<file path="src/rtl/fetch_ctrl.sv">
// Instruction fetch controller: owns the PC and the IF/ID register. It stops
// fetching while a branch is unresolved and inserts NOP bubbles on stalls.
module fetch_ctrl #(
  parameter logic [31:0] RESET_PC  = 32'h0000_0000,
  parameter logic [31:0] NOP_INSTR = 32'h5400_0000
) (
  input  logic        clk,
  input  logic        rst,
  input  logic        load_bubble,
  input  logic        branch_bubble,
  input  logic        br_resolved,
  input  logic        br_taken,
  input  logic [31:0] br_target,
  output logic        imem_req,
  output logic [31:0] imem_addr,
  input  logic        imem_ready,
  input  logic [31:0] imem_data,
  output logic [31:0] if_instr,
  output logic [31:0] if_pc_plus_4,
  output logic        if_valid,
  output logic [15:0] bubble_cnt
);

  typedef enum logic {RUN, BR_WAIT} state_e;

  state_e      state_q, state_d;
  logic [31:0] pc_q, pc_d;
  logic [31:0] if_instr_q, if_instr_d;
  logic [31:0] if_pc_plus_4_q, if_pc_plus_4_d;
  logic        if_valid_q, if_valid_d;
  logic [15:0] bubble_cnt_q, bubble_cnt_d;
  logic        load_nop;
  logic [31:0] pc_inc;
  logic [31:0] tgt_aligned;

  assign pc_inc      = pc_q + 32'd4;
  assign tgt_aligned = {br_target[31:2], 2'b00};

  always_comb begin
    state_d        = state_q;
    pc_d           = pc_q;
    if_instr_d     = if_instr_q;
    if_pc_plus_4_d = if_pc_plus_4_q;
    if_valid_d     = if_valid_q;
    load_nop       = 1'b1;
    unique case (state_q)
      RUN: begin
        // A taken branch resolving now squashes whatever is being fetched.
        if (br_resolved && br_taken) begin
          pc_d = tgt_aligned;
        end else if (imem_ready && !load_bubble) begin
          load_nop       = 1'b0;
          if_instr_d     = imem_data;
          if_pc_plus_4_d = pc_inc;
          if_valid_d     = 1'b1;
          pc_d           = pc_inc;
          if (branch_bubble) state_d = BR_WAIT;
        end
      end
      BR_WAIT: begin
        if (br_resolved) begin
          state_d = RUN;
          if (br_taken) pc_d = tgt_aligned;
        end
      end
      default: state_d = RUN;
    endcase
    if (load_nop) begin
      if_instr_d = NOP_INSTR;
      if_valid_d = 1'b0;
    end
    bubble_cnt_d = bubble_cnt_q;
    if (load_nop && bubble_cnt_q != 16'hFFFF) bubble_cnt_d = bubble_cnt_q + 16'd1;
  end

  always_ff @(posedge clk) begin
    if (rst) begin
      state_q        <= RUN;
      pc_q           <= RESET_PC;
      if_instr_q     <= NOP_INSTR;
      if_pc_plus_4_q <= 32'h0;
      if_valid_q     <= 1'b0;
      bubble_cnt_q   <= 16'h0;
    end else begin
      state_q        <= state_d;
      pc_q           <= pc_d;
      if_instr_q     <= if_instr_d;
      if_pc_plus_4_q <= if_pc_plus_4_d;
      if_valid_q     <= if_valid_d;
      bubble_cnt_q   <= bubble_cnt_d;
    end
  end

  assign imem_req     = (state_q == RUN) && !rst;
  assign imem_addr    = pc_q;
  assign if_instr     = if_instr_q;
  assign if_pc_plus_4 = if_pc_plus_4_q;
  assign if_valid     = if_valid_q;
  assign bubble_cnt   = bubble_cnt_q;

endmodule

</file>
<file path="config.mk">
export PLATFORM = sky130hd
export DESIGN_NAME = fetch_ctrl
export DESIGN_NICKNAME = d
export VERILOG_FILES = /design/src/rtl/fetch_ctrl.sv
export SDC_FILE = /design/constraint.sdc
export NUM_CORES = 1
export LEC_CHECK = 0
export CORE_ASPECT_RATIO = 1.75
export CORE_UTILIZATION = 46
export DETAILED_ROUTE_END_ITERATION = 6
export PLACE_DENSITY = 0.81
export SYNTH_ARGS = -nofsm -noshare
export SYNTH_HDL_FRONTEND = slang
export SYNTH_SLANG_ARGS = --single-unit
export TNS_END_PERCENT = 10
</file>
<file path="constraint.sdc">
create_clock -name clk -period 2.2 [get_ports clk]
set_input_delay 0.22 -clock clk [delete_from_list [all_inputs] [get_ports clk]]
set_output_delay 0.22 -clock clk [all_outputs]
set_load 0.01 [all_outputs]
</file>
==> results of run 1 <==
[registers in the layout (all words and copies together), names as in the netlist]
name / count
state_q: 1
if_pc_plus_4: 30
bubble_cnt: 16
if_valid: 1
imem_addr: 30
if_instr: 32
[area by class of cell]
type / instances / area (um2)
Clock buffer: 12 / 246
Clock inverter: 4 / 55.1
Fill cell: 915 / 3590
Inverter: 5 / 18.8
Multi-Input combinational cell: 433 / 2780
Sequential cell: 110 / 2200
Tap cell: 132 / 165
Timing Repair Buffer: 219 / 2110
[critical path, delay by kind of cell (launching register included)]
family / cells / cell delay, ns
AO/OA/AOI/OAI: 1 / 0.34
flip-flops: 1 / 0.35
AND/OR/NAND/NOR: 3 / 1.30
[cells by family (layout without fill, tap and decap cells)]
logic type,Yosys count,count (layout),synth area share (%)
compound gates,152,152,19.5
xor+xnor,15,15,2.48
fa+ha+maj,2,2,0.472
buf+inv,67,240,6.66
flops,110,110,41.6
mux,1,1,0.189
other cells,1,4,0.0708
simple gates,259,259,29.1
[per-layer routing]
| metal | track usage [%] | routed length (um) | part of all wire [%] | vias up |
|---|---|---|---|---|
| li1 | - | - | - | 2649 |
| met1 | 29.5 | 6110 | 36 | 2722 |
| met2 | 50.0 | 8650 | 51 | 298 |
| met3 | 6.05 | 1210 | 7.2 | 67 |
| met4 | 17.1 | 852 | 5.1 | 0 |
| met5 | 0 | 0 | 0 | - |
[power breakdown]
part / total [mW] / internal [mW] / switching (mW) / leakage [nW]
Clock: 1.66 / 0.922 / 0.734 / 0.143
Combinational: 0.766 / 0.416 / 0.350 / 1.63
Sequential: 2.18 / 2.08 / 0.0980 / 0.898
[cell usage in the layout (no fill, tap or decap), types with 3 or more instances in the layout]
master and instances:
inv_1 5, and3_1 34, nand4_4 4, nor2_1 45
conb_1 4, clkdlybuf4s50_1 177, dfxtp_1 110, buf_4 39
a311oi_1 13, nor4_1 11, nand4_1 22, or4_1 25
clkbuf_16 9, o21ai_0 39, xor2_1 7, a31oi_1 8
o31ai_1 23, and2_1 5, a311oi_2 3, and4_1 11
nor3_1 14, or3_1 20, xnor2_1 8, a211oi_1 16
a21oi_1 25, o21ai_1 4, nand2_1 31, nand3_1 20
[final timing paths]
path | from | to | slack (ns) | depth (start not counted)
worst max-delay path | imem_addr[8] | if_pc_plus_4[21] | 0.09 | 4
worst min-delay path | rst | imem_addr[18] | 0.27 | 2
worst max register to register | imem_addr[8] | if_pc_plus_4[21] | 0.09 | 4
worst min register to register | if_pc_plus_4[15] | if_pc_plus_4[15] | 0.47 | 2
[stage by stage]
stage	util [%]	power, mW	hold WS [ns]	setup TNS [ns]
floorplan	-	2.55	0.324	0
global placement	65.1	2.96	0.447	0
detailed placement	65.1	2.98	0.454	-0.0395
CTS	67.8	4.62	0.253	0
global route	67.8	4.78	0.279	0
finish	67.8	4.60	0.267	0
[what timing repair did]
item | 4_1_cts | 5_1_grt
setup endpoints to repair | 0 | 4
gates resized for setup | 0 | 2
hold buffers | 0 | 0
==> flow_summary_export.csv, run 1 <==
group,metric,value,unit
run_status,status,"complete, no violations",
grt,grt_max_degree,40,
drt,drtPass1Iterations,5,
timing,hold_viol_final,0,
synth,synthTopCellsByArea,"dfxtp_1 (42%), and3_1 (4.1%), o21ai_0 (3.7%), or4_1 (3.5%), o31ai_1 (3.3%)",
clock_network,clkSlewWorstSetupHoldPaths,0.07,ns
synth,synth_cell_type_count,60,
synth,yosys_warnings,0,
drt,post_drt_via_cell_ratio,6.27,
place,port_buffers,178,
worst_setup_path,cp_data_required_time,2.44,ns
worst_setup_path,cp_cell_sequence,"and4_1 -> nand4_4 -> or4_1 -> a311oi_1",
finish,stdcell_count,915,
pwr,powerDensity,608,nW/um2
place,post-place-ws,-0.0261,ns
synth,yosysTopAreaCell,"dfxtp_1",
timing,skew,0.00852,ns
clock_network,h-tree-depth,3,
timing,finalSetupViolCount,0,
synth,synth_most_common_cell,"dfxtp_1",
drt,drc_errors,0,
die,die_h,144,um
grt,grt_pass1_vias,5557,
worst_setup_path,cpPeakStageDelay,0.56,ns
synth,ys_seq_elements,110,
min_path,hold_path_class,"input port to flip-flop",
die,rows,51,
clock_network,cts_setup_buffers,0,
grt,grt.overflow.total,0,
finish,fin_nets,851,
synth,post_synth.cell_area_avg,8.73,um2
die,dieArea,12000,um2
timing,slew_violations,0,
worst_setup_path,path_max_fanout,14,
pwr,ir_drop,0.567,mV
clock_network,insertion_delay,0.35,ns
finish,drive_above_1_share,9.58,%
drt,drtIter0Drc,406,
drt,routed_wirelength,16800,um
worst_setup_path,startpoint_type,"flip-flop",
finish,design_area,7580,um2
synth,async_flop_share,0,%
synth,postSynthCellCount,607,
drt,vias,5736,
timing,max_freq,0.474,GHz
place,hpwl,12700,um
worst_setup_path,crit_arrival,2.35,ns
timing,fin_crit_sh,95.8,%
synth,synth_commonest_cells,"dfxtp_1 (110), nor2_1 (45), o21ai_0 (39), and3_1 (35), nand2_1 (31)",
synth,ys_seq_area_share,41.6,%
grt,grt_antenna_before_repair,0,
clock_network,numCtsBuffers,9,
die,io_pins,185,
grt,grtUsageTotal,27.8,%
clock_network,clock-sinks,110,
die,die_w,83.1,um
finish,area_delta_synth_final,43.0,%
grt,grt_pass1_wl,26800,um
synth,synth_edf_count,0,
timing,rsz0062_at_grt,"false",
timing,worst_slew_pin_slew,0.591,ns
die,start_util,47.5,%
timing,layout_setup_ws,0.0923,ns
drt,routedWlPerCell,18.4,um
finish,n_antenna_cell,0,
place,place_congestion,0.932,
worst_setup_path,crit_type,"flip-flop to flip-flop",
place,placed_area,7270,um2
die,core,11200,um2
clock_network,clock-root-buffer,"clkbuf_16",
pwr,p_leak,2.67,nW
synth,netlist_area,5300,um2
drt,ant_nets,0,
clock_network,clk_path_buf_depth,2,
synth,synthFlopType,"dfxtp_1",
worst_setup_path,cp-end-kind,"flip-flop",
timing,fin_crit,2.11,ns
timing,slew_headroom,60.3,%
flow_run,max_cap_violations,0,
place,dp_cells,899,
synth,synth_top_area_share,41.6,%
clock_network,cts_tree,"built",
worst_setup_path,crit_slowest_cell,"or4_1",
Power figures use the tool's default switching activity.
==> inputs of run 2 (changes only) <==
--- a/config.mk
+++ b/config.mk
@@ -5,10 +5,12 @@
 export SDC_FILE = /design/constraint.sdc
 export NUM_CORES = 1
 export LEC_CHECK = 0
+export ABC_CLOCK_PERIOD_IN_PS = 2200
 export CORE_ASPECT_RATIO = 1.75
 export CORE_UTILIZATION = 46
 export DETAILED_ROUTE_END_ITERATION = 6
 export PLACE_DENSITY = 0.81
+export SLEW_MARGIN = 10
 export SYNTH_ARGS = -nofsm -noshare
 export SYNTH_HDL_FRONTEND = slang
 export SYNTH_SLANG_ARGS = --single-unit
==> results of run 2 <==
Same layout as run 1: the final DEF is identical, and so are final timing and power.
